File: src/rtl/branch_predictor_pkg.sv
// ---------------------------------------------------------------------------
// branch_predictor_pkg
// Shared definitions for the IF-stage branch predictor: control-flow kind
// encodings, 2-bit saturating counter constants, the per-entry metadata
// struct and the counter update helper.
// Imported by branch_predictor and bp_ras.
// ---------------------------------------------------------------------------
package branch_predictor_pkg;

    // Kind of control instruction, as reported by EX on the update port.
    typedef enum logic [1:0] {
        BP_BRANCH = 2'b00,
        BP_CALL   = 2'b01,
        BP_RET    = 2'b10,
        BP_RSVD   = 2'b11
    } bp_kind_e;

    localparam int KIND_W = 2;
    localparam int CTR_W  = 2;

    // Saturating direction counter states; bit 1 is the predicted direction.
    localparam logic [CTR_W-1:0] CTR_SNT = 2'b00;
    localparam logic [CTR_W-1:0] CTR_WNT = 2'b01;
    localparam logic [CTR_W-1:0] CTR_WT  = 2'b10;
    localparam logic [CTR_W-1:0] CTR_ST  = 2'b11;

    // Width-independent part of a BTB entry. Tag and target widths depend on
    // the instance parameters, so they live in separate arrays in the top.
    typedef struct packed {
        logic                valid;
        bp_kind_e            kind;
        logic [CTR_W-1:0]    ctr;
    } bp_meta_t;

    // Next counter value, saturating at both ends.
    function automatic logic [CTR_W-1:0] ctr_next(input logic [CTR_W-1:0] ctr,
                                                  input logic             taken);
        logic [CTR_W-1:0] nxt;
        if (taken) begin
            nxt = (ctr == CTR_ST) ? CTR_ST : ctr + 2'b01;
        end else begin
            nxt = (ctr == CTR_SNT) ? CTR_SNT : ctr - 2'b01;
        end
        return nxt;
    endfunction

endpackage

File: src/rtl/branch_predictor_ras.sv
// ---------------------------------------------------------------------------
// bp_ras
// Circular return-address stack used by branch_predictor when BP_RAS_EN is
// defined. A push onto a full stack overwrites the oldest slot and keeps the
// count saturated at DEPTH; a pop of an empty stack does nothing.
//
// Ports:
//   clk        in   clock, state updates on posedge
//   rst_n      in   asynchronous active-low reset (empties the stack)
//   push       in   push push_addr this cycle
//   pop        in   pop the top entry this cycle (ignored when push is set)
//   push_addr  in   return address to push
//   top        out  current top of stack (meaningful only when nonempty)
//   nonempty   out  stack holds at least one entry
// ---------------------------------------------------------------------------
module bp_ras
    import branch_predictor_pkg::*;
#(
    parameter int ADDR_W = 16,
    parameter int DEPTH  = 4
) (
    input  logic              clk,
    input  logic              rst_n,
    input  logic              push,
    input  logic              pop,
    input  logic [ADDR_W-1:0] push_addr,
    output logic [ADDR_W-1:0] top,
    output logic              nonempty
);

    // DEPTH is a power of two >= 2, so the pointer wraps naturally.
    localparam int PTR_W = $clog2(DEPTH);
    localparam int CNT_W = $clog2(DEPTH + 1);
    localparam logic [CNT_W-1:0] CNT_FULL = CNT_W'(DEPTH);

    logic [ADDR_W-1:0] mem_q [DEPTH];
    logic [PTR_W-1:0]  ptr_q, ptr_d;
    logic [CNT_W-1:0]  cnt_q, cnt_d;
    logic [PTR_W-1:0]  top_idx;

    // ptr_q is the next slot to write; the top sits one below it.
    assign top_idx  = ptr_q - 1'b1;
    assign top      = mem_q[top_idx];
    assign nonempty = (cnt_q != '0);

    always_comb begin
        ptr_d = ptr_q;
        cnt_d = cnt_q;
        if (push) begin
            ptr_d = ptr_q + 1'b1;
            if (cnt_q != CNT_FULL) begin
                cnt_d = cnt_q + 1'b1;
            end
        end else if (pop && nonempty) begin
            ptr_d = ptr_q - 1'b1;
            cnt_d = cnt_q - 1'b1;
        end
    end

    always_ff @(posedge clk or negedge rst_n) begin
        if (!rst_n) begin
            ptr_q <= '0;
            cnt_q <= '0;
        end else begin
            ptr_q <= ptr_d;
            cnt_q <= cnt_d;
        end
    end

    // Storage needs no reset: the count guards every read.
    always_ff @(posedge clk) begin
        if (push) begin
            mem_q[ptr_q] <= push_addr;
        end
    end

endmodule

File: src/rtl/branch_predictor.sv
// ---------------------------------------------------------------------------
// branch_predictor
// IF-stage next-PC predictor: a direct-mapped BTB with 2-bit saturating
// direction counters, trained by EX-stage resolution. Lookup is purely
// combinational from the registered table; updates land on the next clock.
//
// Optional feature macro: BP_RAS_EN adds a return-address stack (bp_ras)
// that supplies the target for hits of kind ret.
//
// Ports:
//   clk             in   clock
//   rst_n           in   asynchronous active-low reset
//   lu_pc           in   PC to predict
//   lu_hit          out  valid entry with matching tag
//   lu_taken        out  predict a redirect
//   lu_target       out  predicted next PC (lu_pc+1 when not taken)
//   upd_valid       in   EX resolved a control instruction
//   upd_pc          in   PC of that instruction
//   upd_kind        in   00 branch, 01 call, 10 ret, 11 ignored
//   upd_taken       in   actual direction
//   upd_target      in   actual target
//   upd_mispredict  out  registered: prediction for upd_pc was wrong
// ---------------------------------------------------------------------------
module branch_predictor
    import branch_predictor_pkg::*;
#(
    parameter int ADDR_W    = 16,
    parameter int ENTRIES   = 16,
    parameter int RAS_DEPTH = 4
) (
    input  logic              clk,
    input  logic              rst_n,
    input  logic [ADDR_W-1:0] lu_pc,
    output logic              lu_hit,
    output logic              lu_taken,
    output logic [ADDR_W-1:0] lu_target,
    input  logic              upd_valid,
    input  logic [ADDR_W-1:0] upd_pc,
    input  logic [1:0]        upd_kind,
    input  logic              upd_taken,
    input  logic [ADDR_W-1:0] upd_target,
    output logic              upd_mispredict
);

    localparam int IDX_W = $clog2(ENTRIES);
    localparam int TAG_W = ADDR_W - IDX_W;

    // Elaboration guard: an illegal geometry leaves this block empty-bodied
    // but makes the mistake easy to spot when reading the hierarchy.
    if (ENTRIES < 2 || (ENTRIES & (ENTRIES - 1)) != 0 ||
        RAS_DEPTH < 2 || (RAS_DEPTH & (RAS_DEPTH - 1)) != 0) begin : g_bad_params
    end

    typedef struct packed {
        logic              hit;
        logic              taken;
        logic [ADDR_W-1:0] target;
    } pred_t;

    bp_meta_t          meta_q [ENTRIES];
    bp_meta_t          meta_d [ENTRIES];
    logic [TAG_W-1:0]  tag_q  [ENTRIES];
    logic [TAG_W-1:0]  tag_d  [ENTRIES];
    logic [ADDR_W-1:0] tgt_q  [ENTRIES];
    logic [ADDR_W-1:0] tgt_d  [ENTRIES];
    logic              upd_mispredict_q, upd_mispredict_d;

    logic [ADDR_W-1:0] ras_top;
    logic              ras_nonempty;
    logic              ras_push, ras_pop;

    logic [IDX_W-1:0]  lu_idx, upd_idx;
    pred_t             lu_pred, upd_pred;
    logic              act_taken;

    // Shared lookup: the same prediction is used for IF and for judging the
    // EX update, so a ret mispredict is measured against the stack value.
    function automatic pred_t predict(input logic [ADDR_W-1:0] pc,
                                      input bp_meta_t          m,
                                      input logic [TAG_W-1:0]  tag,
                                      input logic [ADDR_W-1:0] tgt,
                                      input logic [ADDR_W-1:0] stk_top,
                                      input logic              stk_ok);
        pred_t p;
        p.hit    = m.valid && (tag == pc[ADDR_W-1:IDX_W]);
        p.taken  = 1'b0;
        p.target = pc + ADDR_W'(1);
        if (p.hit) begin
            case (m.kind)
                BP_BRANCH: p.taken = m.ctr[1];
                BP_CALL:   p.taken = 1'b1;
                BP_RET:    p.taken = 1'b1;
                default:   p.taken = 1'b0;
            endcase
            if (p.taken) begin
                p.target = (m.kind == BP_RET && stk_ok) ? stk_top : tgt;
            end
        end
        return p;
    endfunction

    assign lu_idx  = lu_pc[IDX_W-1:0];
    assign upd_idx = upd_pc[IDX_W-1:0];

    assign lu_pred  = predict(lu_pc, meta_q[lu_idx], tag_q[lu_idx], tgt_q[lu_idx],
                              ras_top, ras_nonempty);
    assign upd_pred = predict(upd_pc, meta_q[upd_idx], tag_q[upd_idx], tgt_q[upd_idx],
                              ras_top, ras_nonempty);

    assign lu_hit         = lu_pred.hit;
    assign lu_taken       = lu_pred.taken;
    assign lu_target      = lu_pred.target;
    assign upd_mispredict = upd_mispredict_q;

    // Calls and rets always redirect regardless of what EX reports.
    assign act_taken = (upd_kind == BP_BRANCH) ? upd_taken : 1'b1;

    assign ras_push = upd_valid && (upd_kind == BP_CALL);
    assign ras_pop  = upd_valid && (upd_kind == BP_RET);

    // Table training and mispredict detection, all against pre-update state.
    always_comb begin
        meta_d           = meta_q;
        tag_d            = tag_q;
        tgt_d            = tgt_q;
        upd_mispredict_d = 1'b0;
        if (upd_valid && upd_kind != BP_RSVD) begin
            upd_mispredict_d = (upd_pred.taken != act_taken) ||
                               (act_taken && upd_pred.target != upd_target);
            if (upd_pred.hit) begin
                meta_d[upd_idx].kind = bp_kind_e'(upd_kind);
                if (upd_kind == BP_BRANCH) begin
                    meta_d[upd_idx].ctr = ctr_next(meta_q[upd_idx].ctr, upd_taken);
                    if (upd_taken) begin
                        tgt_d[upd_idx] = upd_target;
                    end
                end else begin
                    tgt_d[upd_idx] = upd_target;
                end
            end else if (act_taken) begin
                // Allocation evicts whatever aliased into this slot.
                meta_d[upd_idx].valid = 1'b1;
                meta_d[upd_idx].kind  = bp_kind_e'(upd_kind);
                meta_d[upd_idx].ctr   = CTR_WT;
                tag_d[upd_idx]        = upd_pc[ADDR_W-1:IDX_W];
                tgt_d[upd_idx]        = upd_target;
            end
        end
    end

    always_ff @(posedge clk or negedge rst_n) begin
        if (!rst_n) begin
            for (int i = 0; i < ENTRIES; i++) begin
                meta_q[i] <= '{valid: 1'b0, kind: BP_BRANCH, ctr: CTR_WNT};
                tag_q[i]  <= '0;
                tgt_q[i]  <= '0;
            end
            upd_mispredict_q <= 1'b0;
        end else begin
            meta_q           <= meta_d;
            tag_q            <= tag_d;
            tgt_q            <= tgt_d;
            upd_mispredict_q <= upd_mispredict_d;
        end
    end

`ifdef BP_RAS_EN
    bp_ras #(
        .ADDR_W (ADDR_W),
        .DEPTH  (RAS_DEPTH)
    ) u_ras (
        .clk       (clk),
        .rst_n     (rst_n),
        .push      (ras_push),
        .pop       (ras_pop),
        .push_addr (upd_pc + ADDR_W'(1)),
        .top       (ras_top),
        .nonempty  (ras_nonempty)
    );
`else
    // Without a stack, ret falls back to the stored BTB target.
    logic ras_unused;
    assign ras_unused   = ras_push ^ ras_pop;
    assign ras_top      = {ADDR_W{ras_unused & 1'b0}};
    assign ras_nonempty = 1'b0;
`endif

endmodule

File: config.mk
export PLATFORM = sky130hd
export DESIGN_NAME = branch_predictor
export DESIGN_NICKNAME = d
export VERILOG_FILES = /design/src/rtl/branch_predictor_pkg.sv /design/src/rtl/branch_predictor_ras.sv /design/src/rtl/branch_predictor.sv
export SDC_FILE = /design/constraint.sdc
export NUM_CORES = 1
export LEC_CHECK = 0
export CORE_MARGIN = 2
export CORE_UTILIZATION = 57
export DETAILED_ROUTE_END_ITERATION = 8
export PLACE_DENSITY = 0.85
export RECOVER_POWER = 25
export SETUP_SLACK_MARGIN = 0.1
export SLEW_MARGIN = 40
export SYNTH_ARGS = -nofsm -noshare
export SYNTH_HDL_FRONTEND = slang
export SYNTH_SLANG_ARGS = --single-unit
File: constraint.sdc
create_clock -name clk -period 6.4 [get_ports clk]
set_clock_uncertainty 0.15 [all_clocks]
set_input_delay 1.28 -clock clk [delete_from_list [all_inputs] [get_ports clk]]
set_output_delay 1.28 -clock clk [all_outputs]
set_load 0.01 [all_outputs]
# Yosys cells after proc, flatten, opt, wreduce, memory -nomap -nowiden
# Cells that the tools add are included.
# word_totals
input_bits	54
register_bits	529
word_cells	176
# op_classes
muxes	58
n_bitwise	3
eq_ne	11
order_cmp	3
addsub	4
reduce_logical	16
# ops
cell	n
256-bit 2-to-1 mux	4
80-bit bitwise mux	5
256-bit bitwise mux	1
80-bit 2-to-1 mux	3
192-bit bitwise mux	1
16-bit binary-select mux with 4-bit select	2
16-bit 2-to-1 mux	7
12-bit binary-select mux with 4-bit select	2
16-bit demux with 4-bit select	1
5-bit demux with 4-bit select	3
12-bit 2-to-1 mux	5
12-bit demux with 4-bit select	1
5-bit binary-select mux with 4-bit select	2
17-bit 2-to-1 mux	2
16-bit by 1-bit adder with 16-bit output, second input constant	2
5-bit 2-to-1 mux	5
12-bit equality test	2
16-bit != test	1
2-bit 2-to-1 mux	7
5-bit greater-or-equal comparator, second input constant	2
4-bit NOT with 5-bit output	2
2-bit logical NOT	4
2-bit equality test, second input constant	3
3-bit AND reduction	2
other kinds (16)	26

# Depth between registers and ports, before layout
# depth
depth_word	14
depth_mapped	18
ltp_nobuf	9

# Least setup slack after synthesis
# Ideal clock, no wire load.
# synth_path
kind	input port to output port
start	input port lu_pc[0]
end	output port lu_target[10]
cell_stages	16
slack_ps	-176
required_ps	4970
arrival_ps	5146
cell_sequence	clkbuf_1 > buf_2 > buf_2 > buf_2 > buf_2 > buf_2 > mux4_2 > mux4_2 > inv_1 > ha_1 > a21oi_1 > nor2_1 > nand2_1 > clkbuf_1 > nor2_1 > a21oi_1
# synth_via
elab_chain_cells	10
word_cells_on_any_way	21
classes_between	1 x add/sub; 3 x eq/ne; 13 x mux; 1 x bitwise; 3 x reduce/logical
# synth_lines
element	line_no	rtl
start, declared	branch_predictor.sv:33	input logic [ADDR_W-1:0] lu_pc,
4-bit NOT with 5-bit output (not written as such)	branch_predictor.sv:105	assign lu_pred = predict(lu_pc, meta_q[lu_idx], tag_q[lu_idx], tgt_q[lu_idx],
5-bit binary-select mux with 4-bit select	branch_predictor.sv:105	
5-bit 2-to-1 mux (not written as such) (2 in series)	branch_predictor.sv:105	
2-bit equality test / 2-bit by 1-bit equality test with 1-bit output (equally long branches)	branch_predictor.sv:89	case (m.kind)
2-bit OR reduction (no source line)	--	
1-bit one-hot mux with 2 select lines	branch_predictor.sv:89	
1-bit 2-to-1 mux	branch_predictor.sv:88	if (p.hit) begin
16-bit 2-to-1 mux	branch_predictor.sv:95	if (p.taken) begin
17-bit 2-to-1 mux *	branch_predictor.sv:88	
end, declared	branch_predictor.sv:36	output logic [ADDR_W-1:0] lu_target,
# Every way passes the cells marked *; elsewhere a longest branch is shown, timed or not. The select of a mux whose other input is x is not followed.

# Worst setup path after layout
# layout_path
start	input port lu_pc[0]
end	output port lu_target[8]
# The elaborated chain is that of the path after synthesis.

==> results.sh <==
export IMPL_holdBufCountCts=0
export IMPL_final_setup_worst_slack_ns=0.1478
export IMPL_max_stage_delay_ns=0.57
export IMPL_grt_pass1_vias=20300
export IMPL_syn_instance_count=1981
export IMPL_cpMaxStageDelayCell="sky130_fd_sc_hd__clkdlybuf4s50_1"
export IMPL_synth_sequential_area_ratio=0.4497
export IMPL_final_core_utilization=0.6424
export IMPL_routed_wire_length_per_instance_um=30.22
export IMPL_die_outline_area_um2=53560
export IMPL_worstSkewPairLatency_ns=0.64
export IMPL_gpl_wtd_cong=0.9581
export IMPL_dieHeight_um=231.4
export IMPL_cts_made_buffers=54
export IMPL_synth_fp_nets=2044
export IMPL_p_comb_frac=0.241
export IMPL_grt_overflow_total=0
export IMPL_pwr_share_seq=0.453
export IMPL_drt_first_iter_violations=2290
export IMPL_buffer_ports_inserted=72
export IMPL_timing_setup_tns_ns=0
export IMPL_clock_fmax_mhz=159.9
export IMPL_share_clk_of_total_power=0.306
export IMPL_stdcell_count=2743
export IMPL_wirelength_um=82900
export IMPL_dieWidth_um=231.4
export IMPL_maximum_number_of_pins_on_one_net_before_global_route_repair=169
export IMPL_rows=83
export IMPL_power_density_nw_per_um2=319.8
export IMPL_timing_critical_path_fanout_max=15
export IMPL_leakage_uw=0.01363
export IMPL_grt_first_pass_wirelength_um=126100
export IMPL_gr_util_all_layers=0.3160
export IMPL_drive_gt1_frac=0.4888
export IMPL_cp_common_cell="sky130_fd_sc_hd__buf_4"
export IMPL_crit_path_start_kind="input port"
export IMPL_crit_path_cell_trace="buf_12 > mux4_2 > mux4_2 > xor2_1 > nor4_2 > buf_4 > nand3_1 > nor3_1 > buf_4 > nand2_1 > buf_4 > buf_4 > a21oi_1 > clkdlybuf4s50_1"
export IMPL_detailed_place_area_um2=31070
export IMPL_worstHoldPathType="reg2reg"
export IMPL_dp_cells=2645
export IMPL_synthTopCellsByArea="sky130_fd_sc_hd__dfrtp_1 (44%), sky130_fd_sc_hd__mux4_2 (22%), sky130_fd_sc_hd__mux2_2 (19%)"
export IMPL_detail_route_antenna_nets=0
export IMPL_drv_max_cap_violation_count=4
export IMPL_syn2layout_area_growth_pct=11.56
export IMPL_place_hpwl_um=51420
export IMPL_critPathKind="in2out"
export IMPL_floorplan_io_pins=73
export IMPL_min_period_ns=6.252
export IMPL_clk_sinks=529
export IMPL_endpoint_kind="output pin"
export IMPL_failing_checks="capacitance limit, slew limit"
export IMPL_cellInternalPower_uw=7529
export IMPL_setup_repair_after_global_routing_missed_its_margin="false"
export IMPL_timing_final_setup_violations=0
export IMPL_reg2reg_to="tag_q[181]"
export IMPL_fp_coreArea_um2=51200
export IMPL_cp_data_required_time_ns=4.97
export IMPL_clkTransAtPathRegs_ns=0.06
export IMPL_root_buffer="sky130_fd_sc_hd__clkbuf_16"
export IMPL_ys_ff_latch=529
export IMPL_setup_reg_to_reg_worst_slack_ns=2.29
export IMPL_ctsLongestPathBuffers=3
export IMPL_share_of_the_clock_period_used_by_the_worst_path=0.9769
export IMPL_route_vias_total=19390
export IMPL_avgViaCountPerCell=7.069
export IMPL_design_area_um2=32890
export IMPL_most_common_library_cells_after_synthesis="sky130_fd_sc_hd__dfrtp_1 (513), sky130_fd_sc_hd__mux2_2 (489), sky130_fd_sc_hd__mux4_2 (291)"
export IMPL_worst_slew_margin_relative_to_its_limit=-0.9758
export IMPL_hold_path_cell_count=2
export IMPL_nets=2085
export IMPL_antenna_found_initial=3
export IMPL_critical_path_arrival_ns=4.82
export IMPL_holdPathEnd="meta_q[50]"
export IMPL_yosys_area_top_type="sky130_fd_sc_hd__dfrtp_1"
export IMPL_cts_tree="yes"
export IMPL_yosys_cell_count_top_type="sky130_fd_sc_hd__dfrtp_1"
export IMPL_syn_area_per_cell_um2=14.88
export IMPL_synthesis_area_um2=29480
export IMPL_switching_part_of_the_total_power=0.2843
export IMPL_status="finished with violations"
export IMPL_hold_violations=0
export IMPL_route_detailed_drc=0
export IMPL_number_of_enable_flip_flop_cells_after_synthesis=0
export IMPL_cts_setup_buffers=0
export IMPL_rr_worst_depth=9
export IMPL_max_slew_worst_pin_slew_ns=2.964
export IMPL_number_of_distinct_library_cells_after_synthesis=69
export IMPL_place_ws_ns=0.02339
export IMPL_synth_async_reset_ratio=1.000
export IMPL_power_switching_uw=2990
export IMPL_yosys_area_top_type_share=0.4354
export IMPL_synth_yosys_warnings=0
export IMPL_drt_pass1_iter_count=5
export IMPL_h_tree_depth=2
export IMPL_finalMaxSlewViolations=317
export IMPL_initial_core_utilization=0.5758
export IMPL_dominant_register_cell_in_the_synthesized_netlist="sky130_fd_sc_hd__dfrtp_1"
export IMPL_max_vdd_ir_drop_v=0.0002194
export IMPL_hold_start="meta_q[50]"
export IMPL_critical_path_reg2reg_startpoint="tag_q[156]"
==> critical path: cells and delay by family <==
family	cells	cell delay, ns
AOI/OAI and AO/OA	1	0.19
xor gates and xnor gates	1	0.20
buffers and inverters	6	1.48
muxes	2	1.00
and+or+nand+nor	4	0.67
==> flip-flops by register name (all words and copies together), names as in the netlist, named ones only <==
signal          count
tag_q             192
meta_q             48
tgt_q             256
upd_mispredict      1
==> cells in the final DEF (no fill, tap or decap), drive strengths merged, types with 43 or more instances in the layout <==
master and count:
dfrtp 513, nor2 45, clkbuf 87, mux4 296
a21oi 54, mux2i 43, clkdlybuf4s50 62, nand2 65
mux2 494, buf 93
==> cell type report <==
| cell class | count | area [um2] |
|---|---|---|
| Fill cell | 3469 | 18310 |
| Clock buffer | 83 | 1630 |
| Clock inverter | 13 | 172.7 |
| Timing Repair Buffer | 160 | 1538 |
| Sequential cell | 529 | 13260 |
| Multi-Input combinational cell | 1243 | 15310 |
| Antenna cell | 1 | 2.502 |
| Inverter | 34 | 127.6 |
| Tap cell | 680 | 850.8 |
==> worst max-delay path by stage <==
stage                   from       endpoint  slack (ns)  cells past startpoint
floorplan           lu_pc[0]  lu_target[10]        0.13                     16
global route        lu_pc[0]   lu_target[8]        0.13                     15
finish              lu_pc[0]   lu_target[8]        0.15                     14
detailed placement  lu_pc[0]   lu_target[8]        0.02                     13
CTS                 lu_pc[0]  lu_target[13]        0.13                     15
global placement    lu_pc[0]  lu_target[11]        0.09                     13
==> layer usage <==
metal	vias up	share of wire	GRT usage
met5	-	0.00035	0
met2	1159	0.48	0.4957
li1	7726	-	-
met3	333	0.10	0.08194
met4	4	0.060	0.1663
met1	10170	0.36	0.4082
==> logic make-up (layout without fill, tap and decap cells) <==
kind of cell	Yosys count	after routing	share of synthesized area
compound gates	140	140	0.03124
buf+inv	209	290	0.03251
flops	529	529	0.4497
fa+ha+maj	11	11	0.004499
mux	833	833	0.4304
other cells	0	1	0
simple gates	203	203	0.03501
xor+xnor	56	56	0.01664
==> metrics by stage <==
stage	hold slack [ns]	power [uW]
floorplan	0.2923	6486
global placement	0.3002	7079
detailed placement	0.3090	7270
CTS	0.3152	10490
global route	0.3316	10900
finish	0.3191	10520
==> power groups by stage <==
stage          Clock (uW)  Sequential (uW)  Combinational [uW]
6_report             3220             4770                2530
5_1_grt              3380             4840                2690
4_1_cts              3240             4740                2520
3_5_place_dp            0             4780                2490
3_3_place_gp            0             4690                2390
2_1_floorplan           0             4530                1950
==> what timing repair did <==
action,CTS,global route
gates resized for setup,3,3
setup endpoints to repair,12,11
pin swaps,0,0
(Power assumes the default switching activity.)
